<file path="src/rtl/keypad_pkg.sv">
// Shared types and helpers for the keypad serial transmit path.
package keypad_pkg;

  typedef enum logic [1:0] {IDLE, START, DATA, STOP} tx_state_t;

  localparam logic [7:0] ASCII_NONE = 8'h00;

  function automatic int baud_div(int clk, int baud);
    return clk / baud;
  endfunction

endpackage

</file>
<file path="src/rtl/sync_fifo.sv">
// Synchronous show-ahead FIFO: rd_data always presents the head entry.
module sync_fifo #(
  parameter int unsigned WIDTH = 8,
  parameter int unsigned DEPTH = 4
) (
  input  logic                         clk,
  input  logic                         reset,
  input  logic                         wr_en,
  input  logic [WIDTH-1:0]             wr_data,
  input  logic                         rd_en,
  output logic [WIDTH-1:0]             rd_data,
  output logic [$clog2(DEPTH+1)-1:0]   count,
  output logic                         full,
  output logic                         empty
);

  localparam int unsigned AW = $clog2(DEPTH);
  localparam int unsigned CW = $clog2(DEPTH + 1);

  logic [WIDTH-1:0] mem [DEPTH];
  logic [AW-1:0]    wr_ptr;
  logic [AW-1:0]    rd_ptr;
  logic             do_wr;
  logic             do_rd;

  assign full    = (count == CW'(DEPTH));
  assign empty   = (count == '0);
  assign do_wr   = wr_en && !full;
  assign do_rd   = rd_en && !empty;
  assign rd_data = mem[rd_ptr];

  // Storage carries no reset; only pointers and occupancy define validity.
  always_ff @(posedge clk) begin
    if (do_wr) mem[wr_ptr] <= wr_data;
  end

  always_ff @(posedge clk) begin
    if (reset) begin
      wr_ptr <= '0;
      rd_ptr <= '0;
      count  <= '0;
    end else begin
      if (do_wr) wr_ptr <= wr_ptr + AW'(1);
      if (do_rd) rd_ptr <= rd_ptr + AW'(1);
      case ({do_wr, do_rd})
        2'b10:   count <= count + CW'(1);
        2'b01:   count <= count - CW'(1);
        default: count <= count;
      endcase
    end
  end

endmodule

</file>
<file path="src/rtl/keypad_uart_tx.sv">
// Queues one ASCII byte per key press and serialises each as a UART 8N1 frame.
module keypad_uart_tx
  import keypad_pkg::*;
#(
  parameter int unsigned CLK_FREQ   = 50_000_000,
  parameter int unsigned BAUD       = 9600,
  parameter int unsigned FIFO_DEPTH = 4
) (
  input  logic       clk,
  input  logic       reset,
  input  logic [7:0] data,
  input  logic       start,
  output logic       tx,
  output logic       busy,
  output logic       fifo_full,
  output logic       overflow
);

  localparam int unsigned DIVISOR = 32'(baud_div(int'(CLK_FREQ), int'(BAUD)));
  localparam int unsigned BW      = (DIVISOR > 1) ? $clog2(DIVISOR) : 1;
  localparam int unsigned CW      = $clog2(FIFO_DEPTH + 1);

  tx_state_t     state;
  logic [BW-1:0] baud_cnt;
  logic [2:0]    bit_cnt;
  logic [7:0]    shift;
  logic          start_q;

  logic          push_req;
  logic          push;
  logic          pop;
  logic          baud_end;
  logic          idle_next;
  logic          busy_next;
  logic [7:0]    fifo_rd_data;
  logic [CW-1:0] fifo_count;
  logic [CW-1:0] count_next;
  logic          fifo_empty;

  sync_fifo #(
    .WIDTH (8),
    .DEPTH (FIFO_DEPTH)
  ) u_fifo (
    .clk     (clk),
    .reset   (reset),
    .wr_en   (push),
    .wr_data (data),
    .rd_en   (pop),
    .rd_data (fifo_rd_data),
    .count   (fifo_count),
    .full    (fifo_full),
    .empty   (fifo_empty)
  );

  // Fullness is judged on the pre-pop count, so a full FIFO drops even while popping.
  assign push_req = start && !start_q && (data != ASCII_NONE);
  assign push     = push_req && !fifo_full;
  assign baud_end = (baud_cnt == BW'(DIVISOR - 1));
  assign pop      = !fifo_empty && ((state == IDLE) || ((state == STOP) && baud_end));

  assign count_next = fifo_count + CW'(push) - CW'(pop);
  assign idle_next  = fifo_empty && ((state == IDLE) || ((state == STOP) && baud_end));
  assign busy_next  = !idle_next || (count_next != '0);

  always_ff @(posedge clk) begin
    if (reset) begin
      state    <= IDLE;
      tx       <= 1'b1;
      baud_cnt <= '0;
      bit_cnt  <= '0;
      shift    <= '0;
      start_q  <= 1'b1;
      busy     <= 1'b0;
      overflow <= 1'b0;
    end else begin
      start_q  <= start;
      overflow <= push_req && fifo_full;
      busy     <= busy_next;
      case (state)
        IDLE: begin
          baud_cnt <= '0;
          tx       <= 1'b1;
          if (pop) begin
            shift <= fifo_rd_data;
            tx    <= 1'b0;
            state <= START;
          end
        end
        START: begin
          if (baud_end) begin
            baud_cnt <= '0;
            bit_cnt  <= '0;
            tx       <= shift[0];
            state    <= DATA;
          end else begin
            baud_cnt <= baud_cnt + BW'(1);
          end
        end
        DATA: begin
          if (baud_end) begin
            baud_cnt <= '0;
            if (bit_cnt == 3'd7) begin
              tx    <= 1'b1;
              state <= STOP;
            end else begin
              bit_cnt <= bit_cnt + 3'd1;
              tx      <= shift[1];
              shift   <= {1'b0, shift[7:1]};
            end
          end else begin
            baud_cnt <= baud_cnt + BW'(1);
          end
        end
        STOP: begin
          if (baud_end) begin
            baud_cnt <= '0;
            // Chain straight into the next start bit when another byte is queued.
            if (pop) begin
              shift <= fifo_rd_data;
              tx    <= 1'b0;
              state <= START;
            end else begin
              state <= IDLE;
            end
          end else begin
            baud_cnt <= baud_cnt + BW'(1);
          end
        end
        default: begin
          state <= IDLE;
          tx    <= 1'b1;
        end
      endcase
    end
  end

endmodule
</file>
<file path="config.mk">
export PLATFORM = sky130hd
export DESIGN_NAME = keypad_uart_tx
export DESIGN_NICKNAME = d
export VERILOG_FILES = /design/src/rtl/keypad_pkg.sv /design/src/rtl/sync_fifo.sv /design/src/rtl/keypad_uart_tx.sv
export SDC_FILE = /design/constraint.sdc
export NUM_CORES = 1
export LEC_CHECK = 0
export CAP_MARGIN = 20
export CORE_UTILIZATION = 54
export DETAILED_ROUTE_END_ITERATION = 7
export PLACE_DENSITY = 0.86
export SYNTH_ARGS = -nofsm -noshare
export SYNTH_HDL_FRONTEND = slang
export SYNTH_SLANG_ARGS = --single-unit
</file>
<file path="constraint.sdc">
create_clock -name clk -period 2.5 [get_ports clk]
set_clock_uncertainty 0.05 [all_clocks]
set_input_delay 0.625 -clock clk [delete_from_list [all_inputs] [get_ports clk]]
set_output_delay 0.625 -clock clk [all_outputs]
set_load 0.01 [all_outputs]
</file>
; ---- Yosys cells after proc, flatten, opt, wreduce, memory -nomap -nowiden
; Memories as Yosys holds them, arrays and structs flattened. A register that Yosys moved wholly into a read port is not among the register bits.
; Index checks and enable logic that the tools add are counted.
[word_totals]
latch_bits = 0
romBits = 0
mem_bits_rw = 32
out_inout_bits = 4
ff_bits = 37
memories = 1
[op_classes]
n_addsub = 8
order_cmp = 0
n_eq_ne = 15
muxes = 30
n_reduce_logical = 27
bitwise_logic = 0
multipliers = 0
n_div = 0
shifts = 0
[mem_list]
columns = name, depth, width, read_ports, rd_clocked_by_memory_dff, wr, line_no
row1 = u_fifo.mem, 4, 8, 1, 1, 1, sync_fifo.sv:20  ; logic [WIDTH-1:0] mem [DEPTH];
[op_table]
columns = op, n
row1 = 8-bit two-way mux, 4
row2 = 13-bit one-hot mux with 2 select lines, 1
row3 = 8-bit one-hot mux with 3 select lines, 1
row4 = 2-bit two-way mux, 7
row5 = 2-bit inequality test (second input constant), 7
row6 = 13-bit by 1-bit adder with 13-bit output (second input constant), 1
row7 = 13-bit == test (second input constant), 1
row8 = 13-bit two-way mux, 1
row9 = 3-bit one-hot mux with 2 select lines, 2
row10 = 4-bit AND reduction, 3
row11 = 1-bit logical AND, 9
row12 = 1-bit two-way mux, 9
row13 = 3-bit two-way mux, 3
row14 = 2-bit one-hot mux with 4 select lines, 1
row15 = 8-bit nonzero test, 1
row16 = 3-bit by 1-bit adder with 3-bit output (second input constant), 2
row17 = 2-bit == test (second input constant), 3
row18 = 3-bit == test (second input constant), 2
row19 = 3-bit nonzero test, 2
row20 = 5-bit AND reduction, 1
row21 = 2-bit by 1-bit adder with 2-bit output (second input constant), 2
row22 = 2-bit by 1-bit == test with 1-bit output (second input constant), 2
row23 = 1-bit logical NOT, 4
row24 = 1-bit one-hot mux with 4 select lines, 1
row25 = other kinds (8), 10

; ---- Longest topological paths before layout
[logic_depth]
ltp_word = 8
mapped_depth = 10
depth_no_buf = 10

; ---- Modules after synthesis
; From an unflattened synthesis, not the netlist that was laid out.
[hier_totals]
hier_cells = 275
area_unflattened_um2 = 3352.0
[by_module_without_submodules]
columns = module, cells_each, area_per_inst_um2, instances
row1 = keypad_uart_tx, 179, 1721.7, 1
row2 = sync_fifo, 96, 1630.3, 1

; ---- Least setup slack after synthesis
; OpenSTA, ideal clock, no wires.
[synth_path]
kind = input to register
from = in data[1]
to = reg u_fifo.count[2]
slack_ps = -39
required_time_ps = 2379
t_arrival_ps = 2419
path_buffers = 0
stages = 9
path_cell_list = nor4_1 a211oi_2 inv_1 ha_1 inv_1 fa_1 xor2_1 or3_1 a21oi_1
[synth_via]
elab_chain_cells = 6
elab_cells_between_ends = 8
cone_classes = eq/ne (2) / mux (1) / reduce/logical (5)
[synth_rtl]
columns = item, line_no
row1 = from (decl), keypad_uart_tx.sv:11  ; input logic [7:0] data,
row2 = 8-bit nonzero test (*), keypad_uart_tx.sv:56  ; assign push_req = start && !start_q && (data != ASCII_NONE);
row3 = 1-bit logical AND (*), keypad_uart_tx.sv:56
row4 = 1-bit logical AND (*), keypad_uart_tx.sv:57  ; assign push = push_req && !fifo_full;
row5 = 1-bit logical AND (*), sync_fifo.sv:28  ; assign do_wr = wr_en && !full;
row6 = 2-bit by 1-bit == test with 1-bit output or 2-bit == test (tied branches), sync_fifo.sv:45  ; case ({do_wr, do_rd})
row7 = 3-bit one-hot mux with 2 select lines or 2-bit nonzero test (tied branches), --
row8 = to (signal assigned), sync_fifo.sv:46  ; 2'b10: count <= count + CW'(1);
row9 = to (signal assigned), sync_fifo.sv:47  ; 2'b01: count <= count - CW'(1);
row10 = to (signal assigned), sync_fifo.sv:48  ; default: count <= count;
row11 = to (decl), sync_fifo.sv:12  ; output logic [$clog2(DEPTH+1)-1:0] count,
; Every way passes the cells marked *; elsewhere a longest branch is shown, timed or not.
; A chain may end at the register's enable or synchronous reset.

; ---- Worst setup path in the final report
[layout_path]
from = reg baud_cnt[0]
to = reg busy
[layout_via]
elab_chain_cells = 7
elab_cells_between_ends = 9
cone_classes = add/sub (1) / eq/ne (1) / reduce/logical (7)
[layout_rtl]
columns = item, line_no
row1 = from (decl), keypad_uart_tx.sv:24  ; logic [BW-1:0] baud_cnt;
row2 = from (signal assigned), keypad_uart_tx.sv:96  ; baud_cnt <= baud_cnt + BW'(1);
row3 = from (signal assigned), keypad_uart_tx.sv:111  ; baud_cnt <= baud_cnt + BW'(1);
row4 = from (signal assigned), keypad_uart_tx.sv:126  ; baud_cnt <= baud_cnt + BW'(1);
row5 = 13-bit == test (*), keypad_uart_tx.sv:58  ; assign baud_end = (baud_cnt == BW'(DIVISOR - 1));
row6 = 1-bit logical AND (*), "keypad_uart_tx.sv:59, keypad_uart_tx.sv:62"
row7 = 1-bit logical OR (*), "keypad_uart_tx.sv:59, keypad_uart_tx.sv:62"
row8 = 1-bit logical AND, keypad_uart_tx.sv:59  ; assign pop = !fifo_empty && ((state == IDLE) || ((state == STOP) && baud_end));
row9 = 3-bit by 1-bit subtractor with 3-bit output, keypad_uart_tx.sv:61  ; assign count_next = fifo_count + CW'(push) - CW'(pop);
row10 = 3-bit nonzero test, keypad_uart_tx.sv:63  ; assign busy_next = !idle_next || (count_next != '0);
row11 = 1-bit logical OR (*), keypad_uart_tx.sv:63
row12 = to (signal assigned), keypad_uart_tx.sv:78  ; busy <= busy_next;
row13 = to (decl), keypad_uart_tx.sv:14  ; output logic busy,
; Marked as above.

==> run metrics <==
wire per inst roughly 18 um; first-pass GRT wire length 11170 um; DRT antenna net count 0; Final Hold Viols 0; flop2flop setup slack -30 ps; worst hold path stage count 2; post-synthesis instance area 3301 um2; CP Max Fanout 4; layout cells sized above 1 28.20%; DR top layer met4; CTS buffer count 9; #FFs+latches synth 71; Residual DRC 0; hpwl dp 4506 um; Switching Share 33.63%; vias per cell 5.862; CP Launch Type register; IO Count 15; worst vdd rail ir drop about 0.83 mV; top-area cell type share of the netlist area a little under 30%; hold buffer count at cts 0; pwr/cell area 934.9 nW/um2; Peak Freq 394.7 MHz; die area 6429 um2; crit path time final 2533 ps; Leak 1.548 nW; worst skew pair latency about 340 ps; # nets final 367; Req. time, crit path between 2000 and 3000 ps; final max-slew violation count 0; DRT iter0 DRCs around 240; syn_nets 309; reg-to-reg endpoint busy$_SDFF_PP0_; R2R depth 9; reg2reg start baud_cnt[0]$_SDFF_PP0_; Net Switching between 1 and 1.5 mW; final core utilization between 60 and 70%; clock power share 23.3%; Synth cell types 53; EDFF count, synth 32; synth warn 0; commonest non-fill, non-tap cell in the layout buf_4; most area-consuming cells after synthesis edfxtp_1 (29%), dfxtp_1 (24%), ha_1 (5.7%); Main synth FF type dfxtp_1; root buffer cell clkbuf_8; starting density of the core 55.75%; register share of total power about two fifths; RSZ-0062 raised after global routing yes; Worst-Margin Slew roughly 540 ps; Core ar. 5921 um2; Placement Setup Slack -554.3 ps; CP Data Arrival Time 2710 ps; clk buf depth 2; Slew Limit Headroom 63.92%; Gate Count Post-Synth approximately 280; initial antenna violation count 0; TritonCTS clock tree built; die width 80.18 um; status complete, but fails checks; post-synth top area cell edfxtp_1; GR Overflow Total 0; row count 28; Hold Startpoint bit_cnt[0]$_SDFFE_PP0P_; largest net degree at the start of global routing 15; Reg clk slew, reported paths 80 ps; RD Place Congestion ~0.78; area delta synth->final 23.73%; Met1 Wirelength 3120 um; DRT Pass-1 Iters 8; vias in the first global route 2364; Die Height between 80 and 90 um; via count 2456; sequential area share after synthesis a little over half; Final WS setup -33.26 ps; met2 WL 3780 um; Final Cycle Share 101.3%; final wirelength approximately 7500 um; met3 wire length 403 um; most frequent cells in the layout buf_4 (43), dfxtp_1 (35), edfxtp_1 (32); # diodes 0; CTS sink cnt 71; Post-synth ARST share 0%; fillers between 300 and 400; max-capacitance violation count 0; power share of the combinational group 38.2%; final setup fails 2; hold-critical path endpoint bit_cnt[0]$_SDFFE_PP0P_; HP Class reg -> reg; all-layer global routing usage 23.49%; CP Capture Type register; failing checks negative setup slack; Setup TNS -43.00 ps; Mean Syn Cell Area around 12 um2; critical path type reg -> reg; internal power 2.534 mW; Port-buffer cells 14; htree depth 3
how the worst max path moves through the flow:
stage | end | startpoint | slack [ps]
floorplan | u_fifo.count[2]$_SDFFE_PP0P_ | data[1] | 30
global placement | u_fifo.count[2]$_SDFFE_PP0P_ | data[4] | -490
detailed placement | u_fifo.count[2]$_SDFFE_PP0P_ | data[4] | -550
CTS | u_fifo.count[2]$_SDFFE_PP0P_ | baud_cnt[0]$_SDFF_PP0_ | 3
global route | busy$_SDFF_PP0_ | baud_cnt[0]$_SDFF_PP0_ | -130
finish | busy$_SDFF_PP0_ | baud_cnt[0]$_SDFF_PP0_ | -30
timing repair:
| item | in CTS | in global routing |
|---|---|---|
| gates resized for setup | 8 | 14 |
| setup buffers | 11 | 4 |
| endpoints found under the setup margin | 2 | 2 |
| pin swaps | 5 | 7 |
per-stage QoR:
| stage | instances | total power [mW] | area [um2] | hold WS [ps] |
|---|---|---|---|---|
| 6_report | 419 | 3.818 | 4084 | 423.1 |
| 2_1_floorplan | 281 | 2.356 | 3328 | 382.3 |
| 5_1_grt | 419 | 4.002 | 4084 | 455.4 |
| 3_5_place_dp | 388 | 2.709 | 3729 | 422.5 |
| 4_1_cts | 415 | 3.630 | 3999 | 432.1 |
| 3_3_place_gp | 388 | 2.651 | 3729 | 404.8 |
per-layer routing:
| metal | track usage [%] | up-vias |
|---|---|---|
| met5 | 0 | - |
| met4 | 10.00 | 0 |
| met3 | 4.659 | 27 |
| met2 | 40.09 | 109 |
| met1 | 28.90 | 1181 |
| li1 | - | 1139 |
Yosys cell counts, types with 2 or more instances:
master	number
dfxtp_1	39
edfxtp_1	32
nor2_1	24
nand2_1	21
a21oi_1	16
ha_1	15
inv_1	13
nor2b_1	9
mux4_2	8
clkbuf_1	7
mux2_4	7
xnor2_1	7
o21ai_0	6
xor2_1	6
and2_1	5
nand4_1	5
or3_1	5
a31oi_1	4
nand3_1	4
nor3_1	4
nor4_1	4
a211oi_1	2
a32oi_1	2
a41oi_1	2
and3_2	2
buf_2	2
fa_1	2
mux2i_1	2
nand2b_1	2
sequential cells by signal, indices dropped and copies added, names as in the netlist, named ones only:
name and cells:
bit_cnt 3, u_fifo.wr_ptr 2, state 2, u_fifo.count 3
baud_cnt 13, busy 1, start_q 1, overflow 1
u_fifo.rd_ptr 2, u_fifo.mem 32, shift 8, tx 1
power by group through the flow:
stage | Clock, mW | Sequential [mW] | Combinational (mW)
after floorplan | 0 | 1.44 | 0.917
after global placement | 0 | 1.48 | 1.17
after detailed placement | 0 | 1.49 | 1.22
after CTS | 0.890 | 1.46 | 1.28
after global routing | 0.946 | 1.49 | 1.57
final | 0.891 | 1.47 | 1.46
final cells by class:
class / instances / area (um2) / area share [%]
Sequential cell: 71 / 1749 / 42.83
Multi-Input combinational cell: 186 / 1535 / 37.59
Timing Repair Buffer: 58 / 469.2 / 11.49
Clock buffer: 9 / 123.9 / 3.033
Tap cell: 75 / 93.84 / 2.298
Clock inverter: 7 / 63.81 / 1.562
Inverter: 13 / 48.80 / 1.195
worst max-delay path, stage by stage, from the launching register on:
cell	delay, ps
dfxtp_2	320
ha_2	180
and4bb_2	270
a41oi_4	210
nor2_4	100
mux2_2	290
ha_1	200
fa_1	480
nor2_1	180
a41oi_1	130
logic make-up (layout without fill, tap and decap cells):
group | Yosys count | in the layout | synth area share (%)
AOI/OAI and AO/OA | 42 | 42 | 8.378
xor gates and xnor gates | 13 | 13 | 3.450
adders and majority gates | 17 | 17 | 6.899
buffers and inverters | 24 | 87 | 3.033
DFF | 71 | 71 | 52.77
muxes | 18 | 18 | 9.590
and+or+nand+nor | 96 | 96 | 15.88
Power figures use the tool's default switching activity.
